[config.mk]
export PLATFORM = sky130hd
export DESIGN_NAME = rand_char_uart_top
export DESIGN_NICKNAME = d
export VERILOG_FILES = /design/src/rtl/rand_char_uart_pkg.sv /design/src/rtl/rand_char_uart_tx.sv /design/src/rtl/rand_char_uart_top.sv
export SDC_FILE = /design/constraint.sdc
export NUM_CORES = 1
export LEC_CHECK = 0
export CAP_MARGIN = 40
export CORE_ASPECT_RATIO = 1.25
export CORE_MARGIN = 2
export CORE_UTILIZATION = 50
export DETAILED_ROUTE_END_ITERATION = 8
export GPL_ROUTABILITY_DRIVEN = 1
export HOLD_SLACK_MARGIN = 0.03
export PLACE_DENSITY = 0.68
export SYNTH_ARGS = -nofsm -noshare
export SYNTH_HDL_FRONTEND = slang
export SYNTH_SLANG_ARGS = --single-unit
[constraint.sdc]
create_clock -name clk -period 2.6 [get_ports clk]
set_clock_uncertainty 0.1 [all_clocks]
set_input_delay 0.39 -clock clk [delete_from_list [all_inputs] [get_ports clk]]
set_output_delay 0.39 -clock clk [all_outputs]
set_load 0.03 [all_outputs]
[src/rtl/rand_char_uart_pkg.sv]
// Shared types and constants for the random-character UART generator.
// RAND_CHAR_UART_PARITY_EN adds an even-parity bit (8E1 framing).
package rand_char_uart_pkg;

  localparam logic [7:0]  ASCII_BASE   = 8'h61;
  localparam int          ALPHABET_LEN = 26;
  // Taps at bits 15,13,12,10: x^16+x^14+x^13+x^11+1
  localparam logic [15:0] LFSR_TAPS    = 16'hB400;

`ifdef RAND_CHAR_UART_PARITY_EN
  typedef enum logic [2:0] {
    ST_IDLE, ST_START, ST_DATA, ST_PARITY, ST_STOP
  } uart_state_e;
`else
  typedef enum logic [1:0] {
    ST_IDLE, ST_START, ST_DATA, ST_STOP
  } uart_state_e;
`endif

  function automatic logic [15:0] lfsr_next(input logic [15:0] s);
    return {s[14:0], ^(s & LFSR_TAPS)};
  endfunction

  // Fold the 32 possible 5-bit values onto the 26 letters.
  function automatic logic [7:0] ascii_map(input logic [4:0] v);
    logic [4:0] idx;
    idx = (v < 5'(ALPHABET_LEN)) ? v : v - 5'(ALPHABET_LEN);
    return ASCII_BASE + {3'b000, idx};
  endfunction

endpackage

[src/rtl/rand_char_uart_tx.sv]
// UART transmitter: 8 data bits LSB first, optional even parity
// (RAND_CHAR_UART_PARITY_EN), one stop bit; s_out is registered.
module uart_tx
  import rand_char_uart_pkg::*;
#(
  parameter int CLKS_PER_BIT = 868
) (
  input  logic       clk,
  input  logic       rst,
  input  logic       start,
  input  logic [7:0] data,
  output logic       busy,
  output logic       done,
  output logic       s_out
);

  localparam int CNT_W = (CLKS_PER_BIT > 1) ? $clog2(CLKS_PER_BIT) : 1;
  localparam logic [CNT_W-1:0] CNT_LAST = CNT_W'(CLKS_PER_BIT - 1);

  uart_state_e      state_q, state_d;
  logic [CNT_W-1:0] cnt_q, cnt_d;
  logic [2:0]       idx_q, idx_d;
  logic [7:0]       sh_q, sh_d;
  logic             so_q, so_d;
  logic             done_q, done_d;
  logic             bit_end;
`ifdef RAND_CHAR_UART_PARITY_EN
  logic             par_q, par_d;
`endif

  assign bit_end = (cnt_q == CNT_LAST);
  assign busy    = (state_q != ST_IDLE);
  assign done    = done_q;
  assign s_out   = so_q;

  always_ff @(posedge clk or posedge rst) begin
    if (rst) begin
      state_q <= ST_IDLE;
      cnt_q   <= '0;
      idx_q   <= '0;
      sh_q    <= '0;
      so_q    <= 1'b1;
      done_q  <= 1'b0;
`ifdef RAND_CHAR_UART_PARITY_EN
      par_q   <= 1'b0;
`endif
    end else begin
      state_q <= state_d;
      cnt_q   <= cnt_d;
      idx_q   <= idx_d;
      sh_q    <= sh_d;
      so_q    <= so_d;
      done_q  <= done_d;
`ifdef RAND_CHAR_UART_PARITY_EN
      par_q   <= par_d;
`endif
    end
  end

  // so_d is the level for the state being entered, so s_out changes on the
  // same edge as the state and each bit lasts exactly CLKS_PER_BIT cycles.
  always_comb begin
    state_d = state_q;
    cnt_d   = cnt_q;
    idx_d   = idx_q;
    sh_d    = sh_q;
    so_d    = so_q;
    done_d  = 1'b0;
`ifdef RAND_CHAR_UART_PARITY_EN
    par_d   = par_q;
`endif
    if (state_q != ST_IDLE)
      cnt_d = bit_end ? '0 : cnt_q + 1'b1;
    case (state_q)
      ST_IDLE: begin
        so_d = 1'b1;
        if (start) begin
          state_d = ST_START;
          sh_d    = data;
          cnt_d   = '0;
          so_d    = 1'b0;
`ifdef RAND_CHAR_UART_PARITY_EN
          par_d   = ^data;
`endif
        end
      end
      ST_START: begin
        if (bit_end) begin
          state_d = ST_DATA;
          idx_d   = '0;
          so_d    = sh_q[0];
        end
      end
      ST_DATA: begin
        if (bit_end) begin
          if (idx_q == 3'd7) begin
`ifdef RAND_CHAR_UART_PARITY_EN
            state_d = ST_PARITY;
            so_d    = par_q;
`else
            state_d = ST_STOP;
            so_d    = 1'b1;
`endif
          end else begin
            idx_d = idx_q + 3'd1;
            sh_d  = {1'b0, sh_q[7:1]};
            so_d  = sh_q[1];
          end
        end
      end
`ifdef RAND_CHAR_UART_PARITY_EN
      ST_PARITY: begin
        if (bit_end) begin
          state_d = ST_STOP;
          so_d    = 1'b1;
        end
      end
`endif
      ST_STOP: begin
        if (bit_end) begin
          state_d = ST_IDLE;
          done_d  = 1'b1;
          so_d    = 1'b1;
        end
      end
      default: begin
        state_d = ST_IDLE;
        so_d    = 1'b1;
      end
    endcase
  end

endmodule

[src/rtl/rand_char_uart_top.sv]
// Random lowercase-letter generator: request edge -> LFSR char -> FIFO -> UART.
// RAND_CHAR_UART_PARITY_EN switches the serial framing from 8N1 to 8E1.
module rand_char_uart_top
  import rand_char_uart_pkg::*;
#(
  parameter int          CLKS_PER_BIT = 868,
  parameter int          FIFO_DEPTH   = 16,
  parameter logic [15:0] LFSR_SEED    = 16'hACE1
) (
  input  logic clk,
  input  logic rst,
  input  logic request_char,
  output logic s_out
);

  localparam int PTR_W = (FIFO_DEPTH > 1) ? $clog2(FIFO_DEPTH) : 1;
  localparam int CNT_W = PTR_W + 1;

  logic             req_q;
  logic             push_req, push, pop;
  logic [15:0]      lfsr_to_ascii;
  logic [7:0]       ascii_to_fifo;
  logic [7:0]       fifo_out_to_uart;
  logic [7:0]       mem [FIFO_DEPTH];
  logic [PTR_W-1:0] wr_ptr, rd_ptr;
  logic [CNT_W-1:0] fifo_count;
  logic             fifo_full, fifo_empty;
  logic             uart_busy;
  // Frame-complete strobe; observed hierarchically, the top has no use for it.
  logic             uart_done_unused;

  assign push_req   = request_char & ~req_q;
  assign fifo_full  = (fifo_count == CNT_W'(FIFO_DEPTH));
  assign fifo_empty = (fifo_count == '0);
  assign pop        = ~fifo_empty & ~uart_busy;
  // A pop in the same cycle frees a slot, so a full FIFO can still accept.
  assign push       = push_req & (~fifo_full | pop);

  assign ascii_to_fifo    = ascii_map(lfsr_to_ascii[4:0]);
  assign fifo_out_to_uart = mem[rd_ptr];

  always_ff @(posedge clk or posedge rst) begin
    if (rst) begin
      req_q         <= 1'b0;
      lfsr_to_ascii <= LFSR_SEED;
    end else begin
      req_q <= request_char;
      if (push)
        lfsr_to_ascii <= lfsr_next(lfsr_to_ascii);
    end
  end

  always_ff @(posedge clk or posedge rst) begin
    if (rst) begin
      wr_ptr     <= '0;
      rd_ptr     <= '0;
      fifo_count <= '0;
    end else begin
      if (push) wr_ptr <= wr_ptr + 1'b1;
      if (pop)  rd_ptr <= rd_ptr + 1'b1;
      case ({push, pop})
        2'b10:   fifo_count <= fifo_count + 1'b1;
        2'b01:   fifo_count <= fifo_count - 1'b1;
        default: fifo_count <= fifo_count;
      endcase
    end
  end

  // Storage needs no reset: entries are only read once written.
  always_ff @(posedge clk) begin
    if (push)
      mem[wr_ptr] <= ascii_to_fifo;
  end

  uart_tx #(
    .CLKS_PER_BIT(CLKS_PER_BIT)
  ) UART (
    .clk  (clk),
    .rst  (rst),
    .start(pop),
    .data (fifo_out_to_uart),
    .busy (uart_busy),
    .done (uart_done_unused),
    .s_out(s_out)
  );

endmodule

==> results of run 1 <==
[logic make-up (layout without fill, tap and decap cells)]
group,Yosys count,count (layout),synth area share
flops,182,182,0.665
simple gates,109,109,0.0716
compound gates,88,88,0.0762
mux,61,61,0.117
buf+inv,39,95,0.0221
fa+ha+maj,18,18,0.0297
xor+xnor,16,16,0.0179
[synthesized netlist by cell type (all sizes together), types with 2 or more instances]
cell type,count
a211oi,3
a21o,3
a21oi,14
a22o,3
a22oi,10
a31oi,2
and2,9
and3,7
and4,5
buf,11
clkbuf,11
dfrtp,45
dfstp,9
edfxtp,128
ha,17
inv,17
mux2,17
mux2i,21
mux4,23
nand2,36
nand2b,3
nand3,12
nand4,2
nor2,14
nor2b,6
nor3,7
nor4,3
o21a,6
o21ai,22
o22ai,5
o311ai,5
o31ai,6
o32ai,2
or3,2
xnor2,13
xor2,3
[per-stage QoR]
stage	std cells	area, um2	setup WS [ns]
floorplan	513	7840	0.0110
global placement	745	8490	-0.0166
detailed placement	745	8490	-0.117
CTS	778	9080	0.0121
global route	781	9120	-0.0404
finish	781	9120	0.0602
[how the worst min path moves through the flow]
stage	slack, ns	cells past startpoint	endpoint	start
after floorplan	0.32	0	req_q	request_char
after global placement	0.37	1	UART.cnt_q[6]	UART.cnt_q[6]
after detailed placement	0.38	1	UART.cnt_q[6]	UART.cnt_q[6]
after CTS	0.21	3	lfsr_to_ascii[8]	rst
after global routing	0.24	3	lfsr_to_ascii[14]	rst
final	0.22	3	lfsr_to_ascii[14]	rst
[flip-flops by register name (all words and copies together), names as in the netlist]
| signal | count |
|---|---|
| mem | 128 |
| UART.cnt_q | 10 |
| wr_ptr | 4 |
| UART.idx_q | 3 |
| req_q | 1 |
| rd_ptr | 4 |
| fifo_count | 5 |
| UART.state_q | 2 |
| UART.sh_q | 8 |
| UART.s_out | 1 |
| lfsr_to_ascii | 16 |
[area by class of cell]
class,instances,share of cell area
flip-flops and latches,182,0.571
repair buffers,47,0.0577
well taps,212,0.0291
clock inverters,14,0.0151
multi-input cells,292,0.274
inverters,17,0.00699
clock buffers,17,0.0466
[metal layers]
layer	GRT usage	vias up	wire length, um
met5	0	-	0
met4	0.103	0	588
met3	0.0468	33	448
met2	0.348	82	8020
met1	0.236	2252	6150
li1	-	2062	-
[worst max-delay path, cell delays in order (launching register included)]
cell and delay, ns:
dfrtp_1 0.39, or4_4 0.56, nor2_4 0.13, nor2_4 0.06
fa_2 0.34, a21o_1 0.19, a21oi_2 0.17, buf_4 0.15
nor3_2 0.03, a311o_1 0.31
[repair_timing]
action	4_1_cts	5_1_grt
endpoints found under the setup margin	1	74
gates resized for setup	2	10
buffers inserted	2	3
pin swaps	7	8
hold endpoints to repair	0	0
[power breakdown]
part | internal [mW] | switching, mW | total, mW
clock | 1.27 | 1.16 | 2.42
combinational | 1.53 | 1.81 | 3.34
sequential | 3.79 | 0.375 | 4.17
==> run_results.csv, run 1 <==
group,metric,value,unit
logic_synthesis,syn-cell-area,7830,um2
routing,dr.pass1.iters,5,
outcome,outcome,"finished clean",
sta,clock.fmax,394,MHz
setup_path,cp_max_fo,5,
routing,vias_per_cell,5.67,
setup_path,arrival,2.75,ns
routing,drtAntennaViolNets,0,
setup_path,end_kind,"register",
floorplan,io_pins,4,
global_route,antenna_found_initial,0,
final_layout,n_antenna_cell,0,
logic_synthesis,yosysWarnings,0,
sta,setup_tns,0,ns
placement,gp_congestion,0.860,
setup_path,worstReg2RegStart,"fifo_count[3]",
final_layout,fin_util,0.591,
sta,fin_crit,2.54,ns
routing,drt-total-wl,15.2,mm
sta,whs,0.215,ns
placement,dpl.hpwl,10.2,mm
final_layout,fillers,1195,
final_layout,final_cell_mix,"128 x edfxtp_1, 43 x dfrtp_1, 36 x nand2_1, 30 x buf_4, 23 x mux4_2",
final_layout,drive_above_1_share,0.251,
logic_synthesis,async_flop_share,0.297,
setup_path,critical_path.startpoint_type,"register",
power_and_ir_drop,power,9.93,mW
final_layout,area_delta_synth_final,16.5,%
run,drv_cap,0,
sta,slew_violations,0,
cts,holdBufCountCts,0,
logic_synthesis,yosysTopAreaCell,"edfxtp_1",
sta,tightest_slew,0.562,ns
cts,cts-root-buf,"clkbuf_16",
final_layout,regArea,5210,um2
setup_path,worstSetupStartpoint,"fifo_count[3]",
floorplan,core_area,15400,um2
logic_synthesis,synth_cell_types,54,
cts,numCtsBuffers,17,
global_route,grtUsageTotal,0.203,
cts,cts_tree,"done",
setup_path,path_class,"register to register",
final_layout,final_common_cell,"edfxtp_1",
logic_synthesis,synthTopCellsByArea,"edfxtp_1 49%, dfrtp_1 14%, mux4_2 6.6%, dfstp_2 3.0%, ha_1 2.7%",
sta,rsz0062_at_grt,"yes",
routing,drt_iter0_markers,384,
routing,routedWlPerCell,19.5,um
logic_synthesis,synth_seq_cells,182,
logic_synthesis,yosysTopAreaCellShare,0.491,
floorplan,die_w,116,um
cts,clkLatencyLatePin,0.43,ns
setup_path,ff2ff_path_depth,9,
sta,setup_viol,0,
logic_synthesis,synthesis.nets,534,
floorplan,initial_core_util,0.507,
power_and_ir_drop,ir_drop,0.000635,V
global_route,grt_start_max_net_pins,55,
setup_path,r2r_setup_slack,0.06,ns
power_and_ir_drop,power.density,1090,nW/um2
setup_path,endpoint,"fifo_count[4]",
logic_synthesis,synth_ff_type,"edfxtp_1",
cts,clkTransAtPathRegs,0.07,ns
final_layout,multiInputGateArea,2500,um2
setup_path,r2r-end,"fifo_count[4]",
sta,hold_viol,0,
final_layout,fin_nets,578,
placement,port_buffers,3,
logic_synthesis,netlist_instances,513,
cts,max-clock-path-buffers,2,
global_route,grt-ovfl-total,0,
sta,post-route-period-util,0.977,
cts,cts.sinks,182,
logic_synthesis,yosysSeqAreaShare,0.665,
routing,drc,0,
logic_synthesis,synth_edf_count,128,
global_route,grt_pass1_wl,24.8,mm
floorplan,die_y,144,um
global_route,first_global_vias,4659,
floorplan,rows,51,
setup_path,worstPathRequired,2.81,ns
sta,slew-limit-headroom,0.625,
routing,routed-via-count,4429,
floorplan,die-area,16700,um2
worst_hold_path,hold_path_class,"primary input to asynchronous set/reset pin",
power_and_ir_drop,leakagePower,3.21,nW
cts,htree_levels,4,
logic_synthesis,syn_area_per_cell,15.3,um2
No activity file was read; power rests on OpenSTA's default activity.
==> inputs of run 2 (changes only) <==
--- a/config.mk
+++ b/config.mk
@@ -13,6 +13,7 @@
 export GPL_ROUTABILITY_DRIVEN = 1
 export HOLD_SLACK_MARGIN = 0.03
 export PLACE_DENSITY = 0.68
+export SKIP_LAST_GASP = 1
 export SYNTH_ARGS = -nofsm -noshare
 export SYNTH_HDL_FRONTEND = slang
 export SYNTH_SLANG_ARGS = --single-unit
==> run_results.csv, run 2 (synthesis results as in run 1) <==
group,metric,value,unit
routing,routed-via-count,4382,
routing,wl_met3,559,um
sta,fin_crit,2.54,ns
sta,slew_violations,0,
routing,wl_met2,8.21,mm
power_and_ir_drop,ir_drop,0.000635,V
cts,clkTransAtPathRegs,0.07,ns
sta,tightest_slew,0.585,ns
cts,htree_levels,4,
power_and_ir_drop,swShare,0.336,
final_layout,largest_reg_flops,128,
power_and_ir_drop,combPwrFrac,0.336,
final_layout,multiInputGateArea,2490,um2
sta,hold_viol,0,
final_layout,drive_above_1_share,0.250,
cts,cts-root-buf,"clkbuf_16",
setup_path,path_class,"register to register",
final_layout,n_antenna_cell,0,
global_route,antenna_found_initial,0,
cts,numCtsBuffers,17,
cts,cts.sinks,182,
floorplan,rows,51,
power_and_ir_drop,leakagePower,3.21,nW
routing,drt-total-wl,15.3,mm
routing,drtAntennaViolNets,0,
final_layout,reg_top3,"mem: 128 flops, lfsr_to_ascii: 16 flops, UART.cnt_q: 10 flops",
global_route,grt-ovfl-total,0,
setup_path,arrival,2.76,ns
global_route,grt_pass1_wl,24.8,mm
placement,dp.cells,745,
power_and_ir_drop,power.density,1090,nW/um2
floorplan,core_area,15400,um2
routing,drc,0,
setup_path,end_kind,"register",
global_route,grt_start_max_net_pins,55,
routing,wl_met1,6.03,mm
floorplan,die_w,116,um
placement,gp_congestion,0.860,
sta,setup_viol,0,
setup_path,worstSetupStartpoint,"fifo_count[3]",
power_and_ir_drop,p_int,6.59,mW
final_layout,regMostFlops,"mem",
floorplan,die-area,16700,um2
run,drv_cap,0,
sta,slew-limit-headroom,0.610,
setup_path,ff2ff_path_depth,9,
final_layout,area_delta_synth_final,16.5,%
sta,rsz0062_at_grt,"yes",
placement,dpl.hpwl,10.2,mm
worst_hold_path,hold_path_class,"primary input to asynchronous set/reset pin",
power_and_ir_drop,p_seq_frac,0.420,
outcome,outcome,"finished clean",
floorplan,io_pins,4,
routing,vias_per_cell,5.61,
cts,cts_tree,"done",
floorplan,die_y,144,um
final_layout,final_common_cell,"edfxtp_1",
routing,routedWlPerCell,19.6,um
setup_path,endpoint,"fifo_count[4]",
setup_path,worstPathRequired,2.81,ns
final_layout,stdcell_count,781,
setup_path,cp_max_fo,5,
floorplan,initial_core_util,0.507,
setup_path,r2r_setup_slack,0.06,ns
sta,clock.fmax,393,MHz
power_and_ir_drop,p_switching,3.34,mW
cts,clkLatencyLatePin,0.44,ns
global_route,first_global_vias,4659,
setup_path,critical_path.startpoint_type,"register",
cts,max-clock-path-buffers,2,
setup_path,worstReg2RegStart,"fifo_count[3]",
global_route,grtUsageTotal,0.203,
final_layout,fillers,1196,
placement,port_buffers,3,
setup_path,r2r-end,"fifo_count[4]",
power_and_ir_drop,pwr-share-clk,0.244,
routing,dr.max_layer_used,"met4",
final_layout,regArea,5210,um2
routing,dr.pass1.iters,4,
cts,holdBufCountCts,0,
routing,drt_iter0_markers,377,
power_and_ir_drop,power,9.93,mW
sta,post-route-period-util,0.978,
final_layout,final_cell_mix,"128 x edfxtp_1, 43 x dfrtp_1, 36 x nand2_1, 30 x buf_4, 23 x mux4_2",
final_layout,fin_nets,578,
## run 2: cell count changes in the layout (fill, tap and decap cells not counted)
cell,change
nor3_1,+1
nor3_2,-1
## run 2: timing repair
| action | CTS | global route |
|---|---|---|
| setup buffers | 2 | 3 |
| pin swaps | 7 | 7 |
| resized for setup | 2 | 9 |
| setup endpoints to repair | 1 | 74 |
## run 2: routing by layer
layer	track usage	vias up
li1	-	2063
met1	0.236	2206
met2	0.348	86
met3	0.0468	27
met4	0.103	0
met5	0	-
## run 2: how the worst min path moves through the flow
stage,startpoint,to,slack [ns],cells after the start
after floorplan,request_char,req_q,0.32,0
after global placement,UART.cnt_q[6],UART.cnt_q[6],0.37,1
after detailed placement,UART.cnt_q[6],UART.cnt_q[6],0.38,1
after CTS,rst,lfsr_to_ascii[8],0.21,3
after global routing,rst,lfsr_to_ascii[14],0.24,3
final,rst,lfsr_to_ascii[14],0.22,3
## run 2: cell type report
type / instances / share of cell area
multi-input combinational: 292 / 0.273
clock inverter: 14 / 0.0151
tap: 212 / 0.0291
clock buffer: 17 / 0.0467
timing repair buffer: 47 / 0.0578
inverter: 17 / 0.00700
sequential: 182 / 0.571
## run 2: power groups by stage
stage	logic (mW)	registers [mW]	clock network, mW
4_1_cts	3.32	4.16	2.47
6_report	3.34	4.17	2.42
5_1_grt	3.70	4.22	2.60
3_5_place_dp	3.28	4.22	0
3_3_place_gp	3.18	4.20	0
2_1_floorplan	2.30	4.10	0
## run 2: critical path, cell delays in order (launching register included)
cell     delay, ns
dfrtp_1       0.39
or4_4         0.56
nor2_4        0.13
nor2_4        0.06
fa_2          0.34
a21o_1        0.19
a21oi_2       0.17
buf_4         0.14
nor3_1        0.04
a311o_1       0.32
## run 2: through the flow
step / TNS [ns] / cell area, um2 / hold WS [ns] / setup WS [ns] / utilization
final: 0 / 9120 / 0.224 / 0.0565 / 0.591
after global routing: -0.0678 / 9120 / 0.238 / -0.0474 / 0.591
after CTS: 0 / 9080 / 0.215 / 0.0121 / 0.588
after detailed placement: -0.222 / 8490 / 0.376 / -0.117 / 0.550
after global placement: -0.0166 / 8490 / 0.373 / -0.0166 / 0.550
after floorplan: 0 / 7840 / 0.321 / 0.0110 / -
